<file path="src/rtl/tank_shot_ctrl.sv">
// Two-player projectile controller: per-shooter launch/fly/cooldown FSM, frame-rate motion,
// axis-aligned hit detection against the opposing tank, saturating hit scores.
module tank_shot_ctrl #(
  parameter int BALL_S   = 4,
  parameter int TANK_S   = 16,
  parameter int SPEED    = 4,
  parameter int COOLDOWN = 30,
  parameter int X_MAX    = 639,
  parameter int Y_MAX    = 479
) (
  input  logic       Clk,
  input  logic       Reset,
  input  logic       frame_clk,
  input  logic       fire1,
  input  logic       fire2,
  input  logic [1:0] dir1,
  input  logic [1:0] dir2,
  input  logic [9:0] TankX1,
  input  logic [9:0] TankY1,
  input  logic [9:0] TankX2,
  input  logic [9:0] TankY2,
  output logic [9:0] BallX1,
  output logic [9:0] BallY1,
  output logic [9:0] BallX2,
  output logic [9:0] BallY2,
  output logic       ball_fire1,
  output logic       ball_fire2,
  output logic       hit1,
  output logic       hit2,
  output logic [3:0] score1,
  output logic [3:0] score2
);

  typedef enum logic [1:0] {IDLE, FLY, COOL} state_t;

  localparam logic signed [10:0] STEP  = 11'(SPEED);
  localparam logic signed [10:0] LO    = 11'(BALL_S);
  localparam logic signed [10:0] XHI   = 11'(X_MAX - BALL_S);
  localparam logic signed [10:0] YHI   = 11'(Y_MAX - BALL_S);
  localparam logic [11:0]        REACH = 12'(TANK_S / 2 + BALL_S);
  localparam logic [4:0]         CINIT = 5'(COOLDOWN);

  logic frame_d;
  logic tick;

  logic       fire   [2];
  logic [1:0] dir    [2];
  logic [9:0] tank_x [2];
  logic [9:0] tank_y [2];

  assign fire[0]   = fire1;
  assign fire[1]   = fire2;
  assign dir[0]    = dir1;
  assign dir[1]    = dir2;
  assign tank_x[0] = TankX1;
  assign tank_x[1] = TankX2;
  assign tank_y[0] = TankY1;
  assign tank_y[1] = TankY2;

  always_ff @(posedge Clk) begin
    if (Reset) frame_d <= 1'b0;
    else       frame_d <= frame_clk;
  end

  assign tick = frame_clk & ~frame_d;

  for (genvar g = 0; g < 2; g++) begin : g_shot
    localparam int O = 1 - g;

    state_t            state, state_nx;
    logic              fire_prev, fire_prev_nx;
    logic [1:0]        dir_lat, dir_lat_nx;
    logic [4:0]        cool_cnt, cool_cnt_nx;
    logic [9:0]        ball_x, ball_x_nx, ball_y, ball_y_nx;
    logic              ball_on, ball_on_nx;
    logic              strike, strike_nx;
    logic [3:0]        score, score_nx;
    logic signed [10:0] px, py, nx, ny;
    logic signed [11:0] dx, dy;
    logic [11:0]        adx, ady;
    logic               hit_det, wall_det;

    // 12-bit distance keeps |nx - tank| exact even when nx has stepped below zero
    always_comb begin
      px = $signed({1'b0, ball_x});
      py = $signed({1'b0, ball_y});
      nx = px;
      ny = py;
      case (dir_lat)
        2'd0:    ny = py - STEP;
        2'd1:    nx = px + STEP;
        2'd2:    ny = py + STEP;
        default: nx = px - STEP;
      endcase
      dx       = {nx[10], nx} - {2'b00, tank_x[O]};
      dy       = {ny[10], ny} - {2'b00, tank_y[O]};
      adx      = dx[11] ? -dx : dx;
      ady      = dy[11] ? -dy : dy;
      hit_det  = (adx < REACH) && (ady < REACH);
      wall_det = (nx < LO) || (nx > XHI) || (ny < LO) || (ny > YHI);
    end

    always_comb begin
      state_nx     = state;
      fire_prev_nx = fire_prev;
      dir_lat_nx   = dir_lat;
      cool_cnt_nx  = cool_cnt;
      ball_x_nx    = ball_x;
      ball_y_nx    = ball_y;
      ball_on_nx   = ball_on;
      strike_nx    = 1'b0;
      score_nx     = score;
      if (tick) begin
        fire_prev_nx = fire[g];
        case (state)
          IDLE: begin
            if (fire[g] && !fire_prev) begin
              state_nx   = FLY;
              ball_x_nx  = tank_x[g];
              ball_y_nx  = tank_y[g];
              dir_lat_nx = dir[g];
              ball_on_nx = 1'b1;
            end
          end
          FLY: begin
            if (hit_det) begin
              strike_nx   = 1'b1;
              score_nx    = (score == 4'd15) ? score : score + 4'd1;
              ball_on_nx  = 1'b0;
              cool_cnt_nx = CINIT;
              state_nx    = COOL;
            end else if (wall_det) begin
              ball_on_nx  = 1'b0;
              cool_cnt_nx = CINIT;
              state_nx    = COOL;
            end else begin
              ball_x_nx = nx[9:0];
              ball_y_nx = ny[9:0];
            end
          end
          COOL: begin
            cool_cnt_nx = cool_cnt - 5'd1;
            if (cool_cnt <= 5'd1) state_nx = IDLE;
          end
          default: state_nx = IDLE;
        endcase
      end
    end

    always_ff @(posedge Clk) begin
      if (Reset) begin
        state     <= IDLE;
        fire_prev <= 1'b0;
        dir_lat   <= '0;
        cool_cnt  <= '0;
        ball_x    <= '0;
        ball_y    <= '0;
        ball_on   <= 1'b0;
        strike    <= 1'b0;
        score     <= '0;
      end else begin
        state     <= state_nx;
        fire_prev <= fire_prev_nx;
        dir_lat   <= dir_lat_nx;
        cool_cnt  <= cool_cnt_nx;
        ball_x    <= ball_x_nx;
        ball_y    <= ball_y_nx;
        ball_on   <= ball_on_nx;
        strike    <= strike_nx;
        score     <= score_nx;
      end
    end
  end

  // strike is raised by the shooter, so each hit output comes from the opposing shooter
  assign BallX1     = g_shot[0].ball_x;
  assign BallY1     = g_shot[0].ball_y;
  assign BallX2     = g_shot[1].ball_x;
  assign BallY2     = g_shot[1].ball_y;
  assign ball_fire1 = g_shot[0].ball_on;
  assign ball_fire2 = g_shot[1].ball_on;
  assign hit1       = g_shot[1].strike;
  assign hit2       = g_shot[0].strike;
  assign score1     = g_shot[0].score;
  assign score2     = g_shot[1].score;

endmodule

</file>
<file path="config.mk">
export PLATFORM = sky130hd
export DESIGN_NAME = tank_shot_ctrl
export DESIGN_NICKNAME = d
export VERILOG_FILES = /design/src/rtl/tank_shot_ctrl.sv
export SDC_FILE = /design/constraint.sdc
export NUM_CORES = 1
export LEC_CHECK = 0
export CORE_UTILIZATION = 31
export DETAILED_ROUTE_END_ITERATION = 10
export REMOVE_ABC_BUFFERS = 1
export SETUP_SLACK_MARGIN = 0.4
export SLEW_MARGIN = 20
export SYNTH_ARGS = -nofsm -noshare
export SYNTH_HDL_FRONTEND = slang
export SYNTH_SLANG_ARGS = --single-unit
export TNS_END_PERCENT = 10
</file>
<file path="constraint.sdc">
create_clock -name Clk -period 4.8 [get_ports Clk]
set_clock_uncertainty 0.15 [all_clocks]
set_input_delay 0.96 -clock Clk [delete_from_list [all_inputs] [get_ports Clk]]
set_output_delay 0.96 -clock Clk [all_outputs]
set_load 0.02 [all_outputs]
</file>
==> impl_metrics.env <==
export IMPL_status="finished, violations left"
export IMPL_failed_checks="setup timing"
export IMPL_fmax_mhz=205
export IMPL_p_comb_frac=0.645
export IMPL_nNetsFinal=1740
export IMPL_clockBufferDepth=2
export IMPL_hold_violations=0
export IMPL_vdd_drop_max_v=0.000203
export IMPL_boundaryPins=101
export IMPL_grt_setup_unrepaired="yes"
export IMPL_async_flop_share=0
export IMPL_setup_viol=17
export IMPL_synth_compound_area_frac=0.324
export IMPL_vias=10700
export IMPL_dr_pass1_iters=7
export IMPL_post_route_period_util=1.02
export IMPL_synth_simple_area_share=0.253
export IMPL_relSlewSlack=0.302
export IMPL_drc_errors=0
export IMPL_r2r_cells=27
export IMPL_gp_congestion=0.878
export IMPL_ant_nets=0
export IMPL_die_w_um=174
export IMPL_wirelength_um=34700
export IMPL_finalNonFillerCells=1995
export IMPL_post_place_cells=1945
export IMPL_cts_tree="yes"
export IMPL_grt_ovfl_total=0
export IMPL_wire_per_inst_um=17.4
export IMPL_cts_buffers=9
export IMPL_place_hpwl_um=26200
export IMPL_antenna_found_initial=0
export IMPL_cp_required_ps=4840
export IMPL_synth_area_per_cell_um2=7.25
export IMPL_h_tree_depth=3
export IMPL_synthAdderAreaFrac=0.125
export IMPL_hp_class="reg2reg"
export IMPL_cts_sinks=73
export IMPL_ys_seq_area_frac=0.160
export IMPL_cts_clk_slew_worst_paths_ps=60
export IMPL_rrSetupSlack_ps=-80
export IMPL_ys_flop_type="dfxtp_1"
export IMPL_io_buffers=100
export IMPL_syn_area_um2=9120
export IMPL_dr_first_iter_drc_count=647
export IMPL_reg2reg_from="g_shot[0].dir_lat[0]"
export IMPL_crit_path_end="BallX1[2]"
export IMPL_power_frac_clock=0.189
export IMPL_end_kind="flop"
export IMPL_placed_area_um2=12300
export IMPL_p_sw_w=0.00163
export IMPL_crit_type="reg2reg"
export IMPL_die_area_um2=30100
export IMPL_cp_arrival_ps=4920
export IMPL_period_needed_ps=4880
export IMPL_grt_total_usage=0.226
export IMPL_grt_max_degree=66
export IMPL_p_int_w=0.00242
export IMPL_initial_utilization=0.316
export IMPL_synth_warnings=0
export IMPL_core_area_um2=28900
export IMPL_viasPerCell=5.39
export IMPL_p_sw_frac=0.403
export IMPL_placementRows=62
export IMPL_fin_area_um2=13800
export IMPL_worst_slack_ps=-77.3
export IMPL_slew_violations=0
export IMPL_worstSkewPairLatency_ps=350
export IMPL_grt_pass1_vias=10600
export IMPL_die_h_um=174
export IMPL_synth_distinct_cells=92
export IMPL_p_seq_frac=0.166
export IMPL_post_route_util=0.477
export IMPL_synthMuxAreaShare=0.0329
export IMPL_ys_ff_latch=73
export IMPL_syn_inst=1258
export IMPL_synth_xor_area_share=0.0365
export IMPL_p_leak_nw=5.88
export IMPL_ctsRootBufferMaster="clkbuf_16"
export IMPL_critPathLaunchType="flop"
export IMPL_crit_start="g_shot[0].dir_lat[0]"
export IMPL_grt_pass1_wl_um=54300
export IMPL_reg2reg_to="BallX1[2]"
export IMPL_layout_drive_gt1_share=0.301
export IMPL_critPathMaxFanout=11
export IMPL_synth_edf_count=0
export IMPL_dp_slack_ps=-513
export IMPL_area_growth_pct=50.9
export IMPL_drv_cap=0
export IMPL_synth_top_family_by_area="compound AO/OA/AOI/OAI gates"
export IMPL_p_per_area_nw_per_um2=294
export IMPL_worst_pin_slew_ps=1050
-- kinds of logic after synthesis --
group	after synthesis
buffers and inverters	155
DFF	73
and+or+nand+nor	448
xor gates and xnor gates	38
AOI/OAI and AO/OA	429
muxes	29
adders and majority gates	86
-- cell usage after synthesis (all sizes together) (17+ instances only) --
cell / n / area, um^2
buf: 22 / 126
o21a: 24 / 180
o21ai: 79 / 403
nand2b: 17 / 106
a31oi: 18 / 113
nand3: 39 / 205
a211oi: 22 / 200
a21o: 20 / 150
xor2: 18 / 158
nor3: 26 / 141
xnor2: 20 / 175
ha: 78 / 976
and3: 20 / 126
nor2b: 24 / 150
clkbuf: 42 / 160
inv: 91 / 342
mux2i: 21 / 210
dfxtp: 73 / 1460
a21oi: 105 / 526
nor2: 115 / 432
nand2: 115 / 434
o211ai: 29 / 231
-- power by group through the flow --
stage / registers [W] / clock network (W) / logic, W
3_5_place_dp: 0.000680 / 0 / 0.00224
6_report: 0.000671 / 0.000765 / 0.00261
2_1_floorplan: 0.000704 / 0 / 0.00125
3_3_place_gp: 0.000680 / 0 / 0.00221
4_1_cts: 0.000669 / 0.000773 / 0.00247
5_1_grt: 0.000675 / 0.000802 / 0.00283
-- worst max-delay path, cell delays in order, from the launching register on --
cell,delay (ps)
dfxtp_2,330
inv_2,80
nand2_4,60
buf_6,130
ha_4,210
a211oi_2,190
buf_4,150
o21bai_1,80
and2_1,160
o211ai_1,180
buf_4,160
ha_1,240
buf_4,180
a21oi_1,140
o21ai_1,70
a221oi_1,300
buf_4,180
a21oi_1,60
o311a_1,390
nor2_1,120
and4b_2,260
nand4_4,120
o211ai_4,220
buf_12,160
buf_12,110
buf_16,130
nand2b_1,100
a21oi_1,50
-- area by class of cell --
cell class / instances / area (um^2)
fill: 2826 / 15100
multi-input combinational: 1030 / 7760
timing repair buffer: 400 / 3380
sequential: 73 / 1470
tap: 384 / 480
inverter: 91 / 342
clock buffer: 11 / 243
clock inverter: 5 / 78.8
antenna: 1 / 2.50
-- layout by cell type (no fill, tap or decap), types with 10 or more instances in the layout --
| cell | instances |
|---|---|
| or3_1 | 11 |
| ha_1 | 56 |
| a21oi_2 | 13 |
| mux2i_1 | 20 |
| and3_1 | 18 |
| a31oi_1 | 18 |
| xor2_1 | 18 |
| nand2b_1 | 14 |
| dfxtp_1 | 69 |
| a211o_1 | 14 |
| nor2_1 | 111 |
| clkdlybuf4s50_1 | 99 |
| o22ai_1 | 10 |
| nor2b_1 | 22 |
| a21oi_1 | 90 |
| buf_4 | 281 |
| nor3_1 | 22 |
| o21ai_0 | 51 |
| nand3_1 | 37 |
| o21a_1 | 23 |
| nand2_1 | 111 |
| buf_6 | 14 |
| or2_2 | 11 |
| a211oi_2 | 14 |
| a21o_1 | 20 |
| ha_4 | 19 |
| o21ai_1 | 20 |
| inv_1 | 86 |
| o211ai_1 | 28 |
| xnor2_1 | 17 |
-- sequential cells by signal (all words and copies together), names as in the netlist --
name and cells:
g_shot.fire_prev 2, frame_d 1, g_shot.dir_lat 4, hit1 1
ball_fire2 1, g_shot.cool_cnt 10, BallY1 10, g_shot.state 4
BallX2 10, BallY2 10, ball_fire1 1, score1 4
hit2 1, score2 4, BallX1 10
-- timing repair --
item	4_1_cts	5_1_grt
buffers inserted	22	9
setup endpoints to repair	58	58
hold buffers	0	0
gates cloned	2	0
gates resized for setup	128	45
pin swaps	83	32
-- worst min-delay path by stage --
stage / from / cells after the start / slack [ps] / endpoint
6_report: g_shot[0].fire_prev / 2 / 310 / g_shot[0].fire_prev
2_1_floorplan: g_shot[0].fire_prev / 2 / 280 / g_shot[0].fire_prev
3_5_place_dp: g_shot[0].fire_prev / 2 / 310 / g_shot[0].fire_prev
5_1_grt: g_shot[0].fire_prev / 2 / 350 / g_shot[0].fire_prev
3_3_place_gp: g_shot[0].fire_prev / 2 / 300 / g_shot[0].fire_prev
4_1_cts: g_shot[0].fire_prev / 2 / 320 / g_shot[0].fire_prev
-- metrics by stage --
stage	power [W]	setup TNS (ps)	hold WS, ps
floorplan	0.00195	-43560	280
global placement	0.00289	-13730	298
detailed placement	0.00292	-17220	308
CTS	0.00391	-132	318
global route	0.00430	-8140	349
finish	0.00404	-769	315
-- layer usage --
metal / routed length, um / GRT usage / share of wire
met5: 0 / 0 / 0
met4: 1290 / 0.102 / 0.037
met3: 1440 / 0.0371 / 0.041
met2: 17300 / 0.404 / 0.50
met1: 14700 / 0.263 / 0.42
(Power assumes the default switching activity.)
